===== src/rtl/oddr_ser_ctrl_pkg.sv =====
// Shared definitions for the ODDR serializer controller: FSM encoding,
// pair-counter sizing and the underrun counter ceiling.
package oddr_ser_ctrl_pkg;

  typedef enum logic {
    ST_IDLE  = 1'b0,
    ST_SHIFT = 1'b1
  } ser_state_e;

  localparam logic [7:0] UNDERRUN_MAX = 8'hFF;

  // Width of a counter spanning 0..word_width/2-1, never narrower than one bit.
  function automatic int pair_cnt_width(input int word_width);
    return (word_width <= 2) ? 1 : $clog2(word_width / 2);
  endfunction

endpackage


===== src/rtl/oddr_ser_shifter.sv =====
// W-bit pair shifter: the two top bits of the register drive ODDR D1/D2
// directly, so the pair outputs come straight from flops.
module oddr_ser_shifter
  import oddr_ser_ctrl_pkg::*;
#(
  parameter int         WORD_WIDTH   = 16,
  parameter bit         MSB_FIRST    = 1'b1,
  parameter logic [1:0] IDLE_PATTERN = 2'b00
) (
  input  logic                  clk,
  input  logic                  rst,
  input  logic                  load,
  input  logic                  advance,
  input  logic                  flush,
  input  logic [WORD_WIDTH-1:0] load_data,
  output logic                  d1,
  output logic                  d2,
  output logic                  last
);

  localparam int CW = pair_cnt_width(WORD_WIDTH);
  localparam logic [CW-1:0] LAST_PAIR = CW'(WORD_WIDTH / 2 - 1);
  localparam logic [WORD_WIDTH-1:0] IDLE_WORD = WORD_WIDTH'(IDLE_PATTERN) << (WORD_WIDTH - 2);

  logic [WORD_WIDTH-1:0] data_reg;
  logic [CW-1:0]         cnt_reg;
  logic [WORD_WIDTH-1:0] oriented;

  // LSB-first order is a plain bit reversal, after which both orders shift left.
  for (genvar gi = 0; gi < WORD_WIDTH; gi++) begin : g_orient
    assign oriented[gi] = MSB_FIRST ? load_data[gi] : load_data[WORD_WIDTH-1-gi];
  end

  always_ff @(posedge clk or posedge rst) begin
    if (rst) begin
      data_reg <= IDLE_WORD;
      cnt_reg  <= '0;
    end else if (load) begin
      data_reg <= oriented;
      cnt_reg  <= '0;
    end else if (advance) begin
      data_reg <= data_reg << 2;
      cnt_reg  <= cnt_reg + CW'(1);
    end else if (flush) begin
      data_reg <= IDLE_WORD;
      cnt_reg  <= '0;
    end
  end

  assign d1   = data_reg[WORD_WIDTH-1];
  assign d2   = data_reg[WORD_WIDTH-2];
  assign last = (cnt_reg == LAST_PAIR);

endmodule


===== src/rtl/oddr_ser_ctrl.sv =====
// Streaming 2-bit-per-clock serializer controller for one ODDR cell:
// valid/ready intake, one-word holding register, CE control and underrun count.
module oddr_ser_ctrl
  import oddr_ser_ctrl_pkg::*;
#(
  parameter int         WORD_WIDTH   = 16,
  parameter bit         MSB_FIRST    = 1'b1,
  parameter logic [1:0] IDLE_PATTERN = 2'b00
) (
  input  logic                  CLK,
  input  logic                  RST,
  input  logic                  ENABLE,
  input  logic [WORD_WIDTH-1:0] DATA_IN,
  input  logic                  DATA_VALID,
  output logic                  DATA_READY,
  output logic                  ODDR_D1,
  output logic                  ODDR_D2,
  output logic                  ODDR_CE,
  output logic                  FRAME,
  output logic                  BUSY,
  output logic [7:0]            UNDERRUN_CNT
);

  if ((WORD_WIDTH % 2) != 0 || WORD_WIDTH < 2 || WORD_WIDTH > 64) begin : g_bad_width
    $error("oddr_ser_ctrl: WORD_WIDTH must be even and within 2..64");
  end

  ser_state_e            state_reg;
  logic [WORD_WIDTH-1:0] hold_reg;
  logic                  hold_full_reg;
  logic                  started_reg;
  logic                  ce_reg;
  logic                  frame_reg;
  logic                  busy_reg;
  logic [7:0]            underrun_reg;

  logic                  accept;
  logic                  last;
  logic                  load;
  logic                  load_from_hold;
  logic                  advance;
  logic                  flush;
  logic [WORD_WIDTH-1:0] load_data;

  assign DATA_READY = ENABLE & ~hold_full_reg & ~RST;
  assign accept     = DATA_VALID & DATA_READY;
  assign load_data  = load_from_hold ? hold_reg : DATA_IN;

  // Shifter control: a load at the last pair keeps consecutive words gapless.
  always_comb begin
    load           = 1'b0;
    load_from_hold = 1'b0;
    advance        = 1'b0;
    flush          = 1'b0;
    if (state_reg == ST_IDLE) begin
      load = accept;
    end else if (!last) begin
      advance = 1'b1;
    end else if (hold_full_reg) begin
      load           = 1'b1;
      load_from_hold = 1'b1;
    end else if (accept) begin
      load = 1'b1;
    end else begin
      flush = 1'b1;
    end
  end

  always_ff @(posedge CLK or posedge RST) begin
    if (RST) begin
      state_reg     <= ST_IDLE;
      hold_reg      <= '0;
      hold_full_reg <= 1'b0;
      started_reg   <= 1'b0;
      ce_reg        <= 1'b0;
      frame_reg     <= 1'b0;
      busy_reg      <= 1'b0;
      underrun_reg  <= '0;
    end else begin
      if (state_reg == ST_IDLE) begin
        if (load) state_reg <= ST_SHIFT;
      end else if (flush) begin
        state_reg <= ST_IDLE;
      end

      if (advance && accept) begin
        hold_reg      <= DATA_IN;
        hold_full_reg <= 1'b1;
      end else if (load_from_hold) begin
        hold_full_reg <= 1'b0;
      end

      // A full holding register implies the shifter is busy, so load|advance covers both.
      busy_reg  <= load | advance;
      frame_reg <= load;
      ce_reg    <= ENABLE | busy_reg;

      if (accept) begin
        started_reg <= 1'b1;
      end else if (!ENABLE) begin
        started_reg <= 1'b0;
      end

      if (ENABLE && state_reg == ST_IDLE && started_reg && underrun_reg != UNDERRUN_MAX) begin
        underrun_reg <= underrun_reg + 8'd1;
      end
    end
  end

  oddr_ser_shifter #(
    .WORD_WIDTH   (WORD_WIDTH),
    .MSB_FIRST    (MSB_FIRST),
    .IDLE_PATTERN (IDLE_PATTERN)
  ) u_shifter (
    .clk       (CLK),
    .rst       (RST),
    .load      (load),
    .advance   (advance),
    .flush     (flush),
    .load_data (load_data),
    .d1        (ODDR_D1),
    .d2        (ODDR_D2),
    .last      (last)
  );

  assign ODDR_CE      = ce_reg;
  assign FRAME        = frame_reg;
  assign BUSY         = busy_reg;
  assign UNDERRUN_CNT = underrun_reg;

endmodule

===== config.mk =====
export PLATFORM = sky130hd
export DESIGN_NAME = oddr_ser_ctrl
export DESIGN_NICKNAME = d
export VERILOG_FILES = /design/src/rtl/oddr_ser_ctrl_pkg.sv /design/src/rtl/oddr_ser_shifter.sv /design/src/rtl/oddr_ser_ctrl.sv
export SDC_FILE = /design/constraint.sdc
export NUM_CORES = 1
export LEC_CHECK = 0
export ABC_AREA = 1
export CAP_MARGIN = 30
export CORE_UTILIZATION = 50
export CTS_BUF_LIST = sky130_fd_sc_hd__clkbuf_4
export CTS_CLUSTER_DIAMETER = 150
export DETAILED_ROUTE_END_ITERATION = 6
export HOLD_SLACK_MARGIN = 0.1
export PLACE_DENSITY_LB_ADDON = 0.25
export SETUP_SLACK_MARGIN = 0.1
export SLEW_MARGIN = 0
export SYNTH_ARGS = -nofsm -noshare
export SYNTH_HDL_FRONTEND = slang
export SYNTH_HIERARCHICAL = 1
export SYNTH_SLANG_ARGS = --single-unit

===== constraint.sdc =====
create_clock -name CLK -period 3.7 [get_ports CLK]
set_clock_uncertainty 0.2 [all_clocks]
set_input_delay 0.555 -clock CLK [delete_from_list [all_inputs] [get_ports CLK]]
set_output_delay 0.555 -clock CLK [all_outputs]
set_load 0.05 [all_outputs]

==> summary.txt, run 1 <==
P per Cell Area - 615 nW/um2
initial antenna violation count - 0
root buffer cell - clkbuf_4
Core Box Area - 4850 um2
instance count on the critical path - 8
syn nets - 360
Detailed Route Iter0 Violations - 128
Worst Max-Slew Pin Slew - 0.721 ns
R2R depth - 8
power consumption - 1.86 mW
CP Launch Type - flip-flop
RSZ-0062 raised after global routing - false
count leader, synth - nand2_1
total routed wirelength - 4830 um
crit path capture - u_shifter/data_reg[14]
TritonCTS clock tree - done
VDD IR max - 0.000346 V
Crit. End Element - flip-flop
Vias - 2096
I/O pin count - 34
Reg-to-Reg End - u_shifter/data_reg[14]
worst skew pair latency - 0.35 ns
die width - 74.1 um
CTS H-Tree Depth - 2
Synth area leaders - dfrtp_1, nand2_1, nor2_1
leak pwr - 1.64 nW
layout cell share with drive strength beyond 1 - 0.0976
Worst EP arrival - 2.59 ns
reg2reg start - u_shifter/cnt_reg[0]
Final Hold Vio Count - 0
largest net degree at the start of global routing - 36
Worst path max stage delay - 0.49 ns
Synth top area share - 0.472
final setup TNS - 0 ns
WHS - 0.286 ns
DR WL/cell - 11.1 um
Slew HR - 0.519
Worst-path clk slew - 0.14 ns
Max FO, Critical Path - 20
cell mode on critical path - ha_1
Antenna diodes - 0
Tmin final - 2.48 ns
die height - 74.1 um
router iterations before antenna repair - 7
via/cell ratio - 4.81
clock sinks - 49
CP top delay family - simple AND/OR/NAND/NOR gates
Syn Inst Count - 337
worst-path cell chain - ha_1, ha_1, nor2_4, o21ai_2, buf_4, inv_2, nand3_1, nand2_1
max-slew violations - 0
hpwl dp - 3440 um
CTS resizes - 0
total CTS buffers - 5
part of the cycle the worst path needs - 0.670
Congestion Overflow GR - 0
HP Class - reg2reg
register area share after synthesis - 0.472
Worst R2R Setup Slack - 1.22 ns
number of library cell types mapped by synthesis - 27
crit path from - u_shifter/cnt_reg[0]
Mapped Area - 2600 um2
worst path bufs/invs - 2
number of synthesized flops with an enable pin - 0
area delta synth->final - 16.6%
Mean Syn Cell Area - 7.71 um2
NumNets Final - 391
YS warnings - 6
Commonest cells post-synth - nand2_1, nor2_1, dfrtp_1
global-route wire length before repair - 8690 um
Critical Path Slowest Stage Cell - nor2_4
status - completed
largest area contributor in the netlist - dfrtp_1
GRT Overall Usage - 0.207
Most used DFF post-synth - dfrtp_1
placer congestion estimate - 0.820
Port Buf Inserts - 33
Post-CTS Setup Repair Bufs - 0
max-cap violations - 0
number of fill cells in the layout - 418
DIE AREA - 5490 um2
Async SR Flop Fraction - 1.00
Initial Utilization - 0.536
# DRC - 0
type of the worst setup path - reg2reg
CTS max path bufs - 2
FMAX - 403 MHz
Post-DRT Antenna Nets - 0
via count of the first global-routing pass - 2038
Worst Path Required - 3.81 ns
WHS Path Cells - 1
hold buffer count at cts - 0
flops & latches, synth - 49
setup violators final - 0
Cell Rows - 25
[logic make-up after synthesis]
| family | synth area share |
|---|---|
| AOI/OAI and AO/OA | 0.0829 |
| xor gates and xnor gates | 0.0101 |
| adders and majority gates | 0.0145 |
| buffers and inverters | 0.101 |
| DFF | 0.472 |
| and+or+nand+nor | 0.319 |
[worst min-delay path by stage]
stage,startpoint,end,slack (ns)
after detailed placement,BUSY,ODDR_CE,0.26
after global placement,BUSY,ODDR_CE,0.25
after global routing,BUSY,ODDR_CE,0.31
final,BUSY,ODDR_CE,0.29
after CTS,BUSY,ODDR_CE,0.29
after floorplan,started_reg,started_reg,0.24
[power breakdown]
group          internal, mW  switching (mW)
clock                 0.140           0.165
sequential            0.727           0.117
combinational         0.265           0.448
total                  1.13           0.731
[stage by stage]
step	instances	util	instance area, um2	setup WS, ns
after floorplan	337	-	2600	0.568
after global placement	428	0.609	2950	1.15
after detailed placement	428	0.609	2950	1.11
after CTS	436	0.625	3030	1.20
after global routing	436	0.625	3030	1.07
final	436	0.625	3030	1.22
[placed cells by master, fill, tap and decap left out]
master           Yosys  routed
a21oi_1             16      16
buf_12               0       1
buf_4                2       4
bufinv_16            0       1
clkbuf_4             0       5
clkdlybuf4s50_1      0      32
clkinv_1             0       1
clkinvlp_4           0       1
dfrtp_1             49      49
ha_1                 3       3
inv_1               40      40
inv_2                2       2
nand2_1            104     104
nand2_2              2       2
nand3_1             24      24
nand3_2              1       1
nand3_4              1       1
nand3b_1             2       2
nand4_1              2       2
nor2_1              51      51
nor2_2               1       1
nor2_4               2       2
nor2_8               1       1
nor3_1               1       1
o21ai_0              2       1
o21ai_1              4       4
o21ai_2             12      13
or2_2                1       1
xnor2_1              2       2
xor2_1               1       1
[area by class of cell]
| class | instances | area (um2) | share of cell area |
|---|---|---|---|
| inverters | 42 | 158 | 0.0520 |
| clock buffers | 5 | 37.5 | 0.0124 |
| clock inverters | 3 | 41.3 | 0.0136 |
| flip-flops and latches | 49 | 1230 | 0.405 |
| repair buffers | 37 | 370 | 0.122 |
| multi-input cells | 233 | 1110 | 0.367 |
| well taps | 67 | 83.8 | 0.0277 |
[metal layers]
layer	GRT usage	share of wire	vias to the layer above
met5	0	0	-
met4	0.0577	0.0087	0
met3	0.0407	0.029	4
met2	0.353	0.48	36
met1	0.268	0.48	960
li1	-	-	1096
Note: power is estimated with default switching activity, not from simulation.
==> run 2: changes to the inputs <==
==> constraint.sdc (replaced) <==
create_clock -name CLK -period 2.3 [get_ports CLK]
set_clock_uncertainty 0.2 [all_clocks]
set_input_delay 0.345 -clock CLK [delete_from_list [all_inputs] [get_ports CLK]]
set_output_delay 0.345 -clock CLK [all_outputs]
set_load 0.05 [all_outputs]
==> summary.txt, run 2 (synthesis gave the netlist of run 1 again) <==
setup violators final - 0 (unchanged)
die width - 74.1 um (unchanged)
DIE AREA - 5490 um2 (unchanged)
worst skew pair latency - 0.35 ns (about the same)
Combinational Power Share - 0.406 (+0.023)
P_sw - 1.19 mW (+63%)
NumNets Final - 394 (+0.77%)
GRT Overall Usage - 0.214 (+0.00772)
Crit. End Element - flip-flop
via/cell ratio - 4.76 (-1.1%)
Final Hold Vio Count - 0 (unchanged)
most frequent cells in the layout - nand2_1, nor2_1, dfrtp_1
part of the cycle the worst path needs - 0.908 (+0.238)
HP Class - in2async
P per Cell Area - 956 nW/um2 (+56%)
Worst Max-Slew Pin Slew - 0.508 ns (-0.214 ns)
initial antenna violation count - 0 (unchanged)
layout cell share with drive strength beyond 1 - 0.113 (+0.0156)
Cell Rows - 25 (unchanged)
clock sinks - 49 (unchanged)
Vias - 2083 (-0.62%)
DR WL/cell - 11.5 um (+4.1%)
proportion of power drawn by the clock network - 0.129 (-0.035)
FMAX - 479 MHz (+19%)
Non-Filler Instances - 438 (+0.46%)
Initial Utilization - 0.536 (unchanged)
placer congestion estimate - 0.800 (-2.4%)
commonest non-fill, non-tap cell in the layout - nand2_1
die height - 74.1 um (unchanged)
largest net degree at the start of global routing - 34 (-5.6%)
Port Buf Inserts - 33 (unchanged)
Internal - 1.74 mW (+54%)
Antenna diodes - 0 (unchanged)
CP Launch Type - flip-flop
type of the worst setup path - reg2reg
# DRC - 0 (unchanged)
CTS H-Tree Depth - 2 (unchanged)
Congestion Overflow GR - 0 (unchanged)
total CTS buffers - 5 (unchanged)
Max FO, Critical Path - 33 (+65%)
TritonCTS clock tree - done
hpwl dp - 3660 um (+6.5%)
CTS max path bufs - 2 (unchanged)
crit path from - u_shifter/cnt_reg[0]
final setup TNS - 0 ns (unchanged)
total routed wirelength - 5050 um (+4.6%)
share of power burned in registers - 0.465 (+0.012)
router iterations before antenna repair - 4 (-3)
cell total after placement - 431 (+0.70%)
max-cap violations - 0 (unchanged)
reg2reg start - u_shifter/cnt_reg[0]
Post-DRT Antenna Nets - 0 (unchanged)
Tmin final - 2.09 ns (-0.392 ns)
Slew HR - 0.661 (+0.142)
I/O pin count - 34 (unchanged)
Worst EP arrival - 2.13 ns (-0.46 ns)
Core Box Area - 4850 um2 (unchanged)
max-slew violations - 0 (unchanged)
leak pwr - 1.73 nW (+5.4%)
Detailed Route Iter0 Violations - 103 (-20%)
Sw Share - 0.406 (+0.0137)
Worst-path clk slew - 0.13 ns (about the same)
status - completed
via count of the first global-routing pass - 2128 (+4.4%)
Worst Path Required - 2.34 ns (-1.47 ns)
VDD IR max - 0.000469 V (+35%)
global-route wire length before repair - 9090 um (+4.6%)
area delta synth->final - 17.9%
root buffer cell - clkbuf_4
RSZ-0062 raised after global routing - true
hold buffer count at cts - 0 (unchanged)
==> run 2: cell types whose count changed in the layout (fill, tap and decap cells not counted), moves of 2 or more <==
cell             change
clkdlybuf4s50_1      -8
dlygate4sd2_1        +5
nand2_1              -2
buf_4                +2
dlymetal6s2s_1       +3
==> run 2: what timing repair did <==
item	4_1_cts	5_1_grt
resized for setup	5	3
buffers inserted	0	0
endpoints found under the hold margin	0	0
setup endpoints to repair	5	16
==> run 2: cell type report <==
class | count | area (um2)
timing repair buffer | 40 | 407
sequential | 49 | 1230
tap | 67 | 83.8
clock inverter | 1 | 3.75
multi-input combinational | 233 | 1130
inverter | 42 | 161
clock buffer | 6 | 45.0
fill | 435 | 1790
==> run 2: per-layer routing <==
| metal | up-vias | routed length [um] | part of all wire | global-route usage |
|---|---|---|---|---|
| li1 | 1097 | - | - | - |
| met1 | 945 | 2330 | 0.46 | 0.266 |
| met2 | 36 | 2500 | 0.49 | 0.384 |
| met3 | 5 | 159 | 0.031 | 0.0366 |
| met4 | 0 | 59 | 0.012 | 0.0577 |
| met5 | - | 0 | 0 | 0 |
==> run 2: power by group through the flow <==
stage                     sequential (mW)  combinational [mW]  clock [mW]
final                                1.36                1.19       0.378
after global routing                 1.40                1.34       0.427
after CTS                            1.36                1.20       0.394
after detailed placement             1.38                1.20           0
after global placement               1.36                1.16           0
after floorplan                      1.49               0.819           0
==> run 2: worst paths after layout <==
path | end | slack (ns) | cells after the start
setup / recovery | hold_reg[5] | 0.21 | 6
min in group CLK | started_reg | 0.29 | 2
max in group asynchronous | hold_reg[10] | 1.34 | 3
hold / removal | u_shifter/data_reg[13] | 0.18 | 3
setup reg to reg | hold_reg[5] | 0.21 | 6
hold reg to reg | started_reg | 0.29 | 2
==> run 2: through the flow <==
step / worst slack, ns / power, mW / util / hold slack (ns) / area [um2]
2_1_floorplan: 0.121 / 2.31 / - / 0.0687 / 2630
3_3_place_gp: 0.146 / 2.53 / 0.621 / 0.250 / 3010
3_5_place_dp: 0.117 / 2.58 / 0.621 / 0.260 / 3010
4_1_cts: 0.119 / 2.96 / 0.630 / 0.172 / 3050
5_1_grt: 0.0747 / 3.17 / 0.631 / 0.199 / 3060
6_report: 0.211 / 2.93 / 0.631 / 0.185 / 3060
==> run 2: worst max-delay path, stage by stage, from the launching register on <==
cell and delay, ns:
dfrtp_1 0.42, ha_1 0.20, ha_1 0.26, nor2_4 0.26
nand3_4 0.37, nand2_1 0.18, o21ai_2 0.07
==> run 3: changes to the inputs <==
--- a/config.mk
+++ b/config.mk
@@ -12,7 +12,7 @@
 export CTS_CLUSTER_DIAMETER = 150
 export DETAILED_ROUTE_END_ITERATION = 6
 export HOLD_SLACK_MARGIN = 0.1
-export PLACE_DENSITY_LB_ADDON = 0.25
+export PLACE_DENSITY_LB_ADDON = 0.12
 export SETUP_SLACK_MARGIN = 0.1
 export SLEW_MARGIN = 0
 export SYNTH_ARGS = -nofsm -noshare
==> summary.txt, run 3 (synthesis gave the netlist of run 1 again) <==
Post-DRT Antenna Nets - 0 (unchanged)
area delta synth->final - 17.9% (about the same)
# DRC - 0 (unchanged)
root buffer cell - clkbuf_4
final setup TNS - 0 ns (unchanged)
Core Box Area - 4850 um2 (unchanged)
most frequent cells in the layout - nand2_1, nor2_1, dfrtp_1
via count of the first global-routing pass - 1974 (-7.2%)
Vias - 2131 (+2.3%)
Max FO, Critical Path - 2 (-94%)
Worst Path Required - 1.75 ns (-0.59 ns)
global-route wire length before repair - 8650 um (-4.8%)
DR WL/cell - 11.4 um (-1.4%)
initial antenna violation count - 0 (unchanged)
placer congestion estimate - 0.743 (-7.1%)
die width - 74.1 um (unchanged)
leak pwr - 1.73 nW (about the same)
worst path bufs/invs - 1 (+1)
Area after DPL - 3010 um2 (unchanged)
hpwl dp - 3610 um (-1.4%)
power consumption - 2.92 mW (-0.43%)
commonest non-fill, non-tap cell in the layout - nand2_1
status - completed
die height - 74.1 um (unchanged)
TritonCTS clock tree - done
RSZ-0062 raised after global routing - false
via/cell ratio - 4.85 (+2.1%)
DIE AREA - 5490 um2 (unchanged)
hold buffer count at cts - 0 (unchanged)
worst skew pair latency - 0.36 ns (about the same)
Worst-path clk slew - 0.14 ns (about the same)
CP Launch Type - flip-flop
worst setup margin - 0.210 ns (-0.00119 ns)
CP top delay family - buffers and inverters
Port Buf Inserts - 33 (unchanged)
Post-CTS Setup Repair Bufs - 0 (unchanged)
setup violators final - 0 (unchanged)
Slew HR - 0.658 (-0.00261)
total CTS buffers - 5 (unchanged)
type of the worst setup path - reg2out
WHS - 0.189 ns (+0.00472 ns)
Crit. End Element - primary output
total routed wirelength - 4990 um (-1.2%)
Worst EP arrival - 1.54 ns (-0.59 ns)
VDD IR max - 0.000426 V (-9.1%)
Internal - 1.72 mW (-0.85%)
GRT Overall Usage - 0.206 (-0.00852)
Congestion Overflow GR - 0 (unchanged)
CTS max path bufs - 2 (unchanged)
post-place setup slack - 0.115 ns (-0.00184 ns)
Final Instance Area - 3060 um2 (about the same)
proportion of power drawn by the clock network - 0.128 (about the same)
router iterations before antenna repair - 4 (unchanged)
CTS H-Tree Depth - 2 (unchanged)
I/O pin count - 34 (unchanged)
FMAX - 479 MHz (about the same)
number of fill cells in the layout - 454 (+4.4%)
Tmin final - 2.09 ns (+0.00119 ns)
Detailed Route Iter0 Violations - 132 (+28%)
Cell Rows - 25 (unchanged)
part of the cycle the worst path needs - 0.909 (about the same)
share of power burned in registers - 0.465 (about the same)
max-slew violations - 0 (unchanged)
Combinational Power Share - 0.408 (+0.002)
largest net degree at the start of global routing - 34 (unchanged)
Worst path max stage delay - 0.81 ns (+0.39 ns)
Non-Filler Instances - 439 (+0.23%)
Final Util - 0.632 (about the same)
Initial Utilization - 0.536 (unchanged)
layout cell share with drive strength beyond 1 - 0.113 (-0.000304)
P_sw - 1.19 mW (+0.19%)
max-cap violations - 0 (unchanged)
clock sinks - 49 (unchanged)
cell total after placement - 431 (unchanged)
Final Hold Vio Count - 0 (unchanged)
NumNets Final - 394 (unchanged)
HP Class - in2async
worst-path cell chain - clkdlybuf4s50_1
Worst Max-Slew Pin Slew - 0.511 ns (+0.00391 ns)
P per Cell Area - 952 nW/um2 (-0.47%)
Critical Path Slowest Stage Cell - clkdlybuf4s50_1
Sw Share - 0.409 (+0.00251)
Antenna diodes - 0 (unchanged)
[run 3: cell type report]
class / instances / area, um2 / area share
sequential: 49 / 1230 / 0.400
multi-input combinational: 233 / 1130 / 0.371
timing repair buffer: 40 / 407 / 0.133
inverter: 42 / 161 / 0.0527
tap: 67 / 83.8 / 0.0274
clock buffer: 5 / 37.5 / 0.0123
clock inverter: 3 / 12.5 / 0.00408
[run 3: power groups by stage]
stage          logic [mW]  clock network, mW  registers (mW)
3_5_place_dp         1.20                  0            1.38
5_1_grt              1.33              0.417            1.39
6_report             1.19              0.372            1.36
2_1_floorplan       0.819                  0            1.49
3_3_place_gp         1.17                  0            1.36
4_1_cts              1.21              0.390            1.36
[run 3: tightest hold or removal path, delay by kind of cell]
family	cells	cell delay, ns
buffers and inverters	3	0.80
[run 3: path summary, 6_finish.rpt]
check                                  startpoint                endpoint  slack [ns]  depth (start not counted)
hold reg to reg                              BUSY                 ODDR_CE        0.28                          1
hold / removal                                RST   u_shifter/data_reg[8]        0.19                          3
min in group CLK                             BUSY                 ODDR_CE        0.28                          1
max in group asynchronous                     RST             hold_reg[1]        1.35                          3
setup / recovery           u_shifter/data_reg[15]                 ODDR_D1        0.21                          1
setup reg to reg             u_shifter/cnt_reg[0]  u_shifter/data_reg[15]        0.27                         10
[run 3: layer usage]
layer  global-route usage  routed length (um)  vias to the layer above
met5                    0                   0                        -
met4               0.0769                  73                        0
met3               0.0285                 148                        8
met2                0.361                2470                       34
met1                0.259                2300                      983
li1                     -                   -                     1106
[run 3: what timing repair did]
action / 4_1_cts / 5_1_grt
endpoints found under the hold margin: 0 / 0
setup endpoints to repair: 5 / 3
gates cloned: 0 / 0
resized for setup: 5 / 3
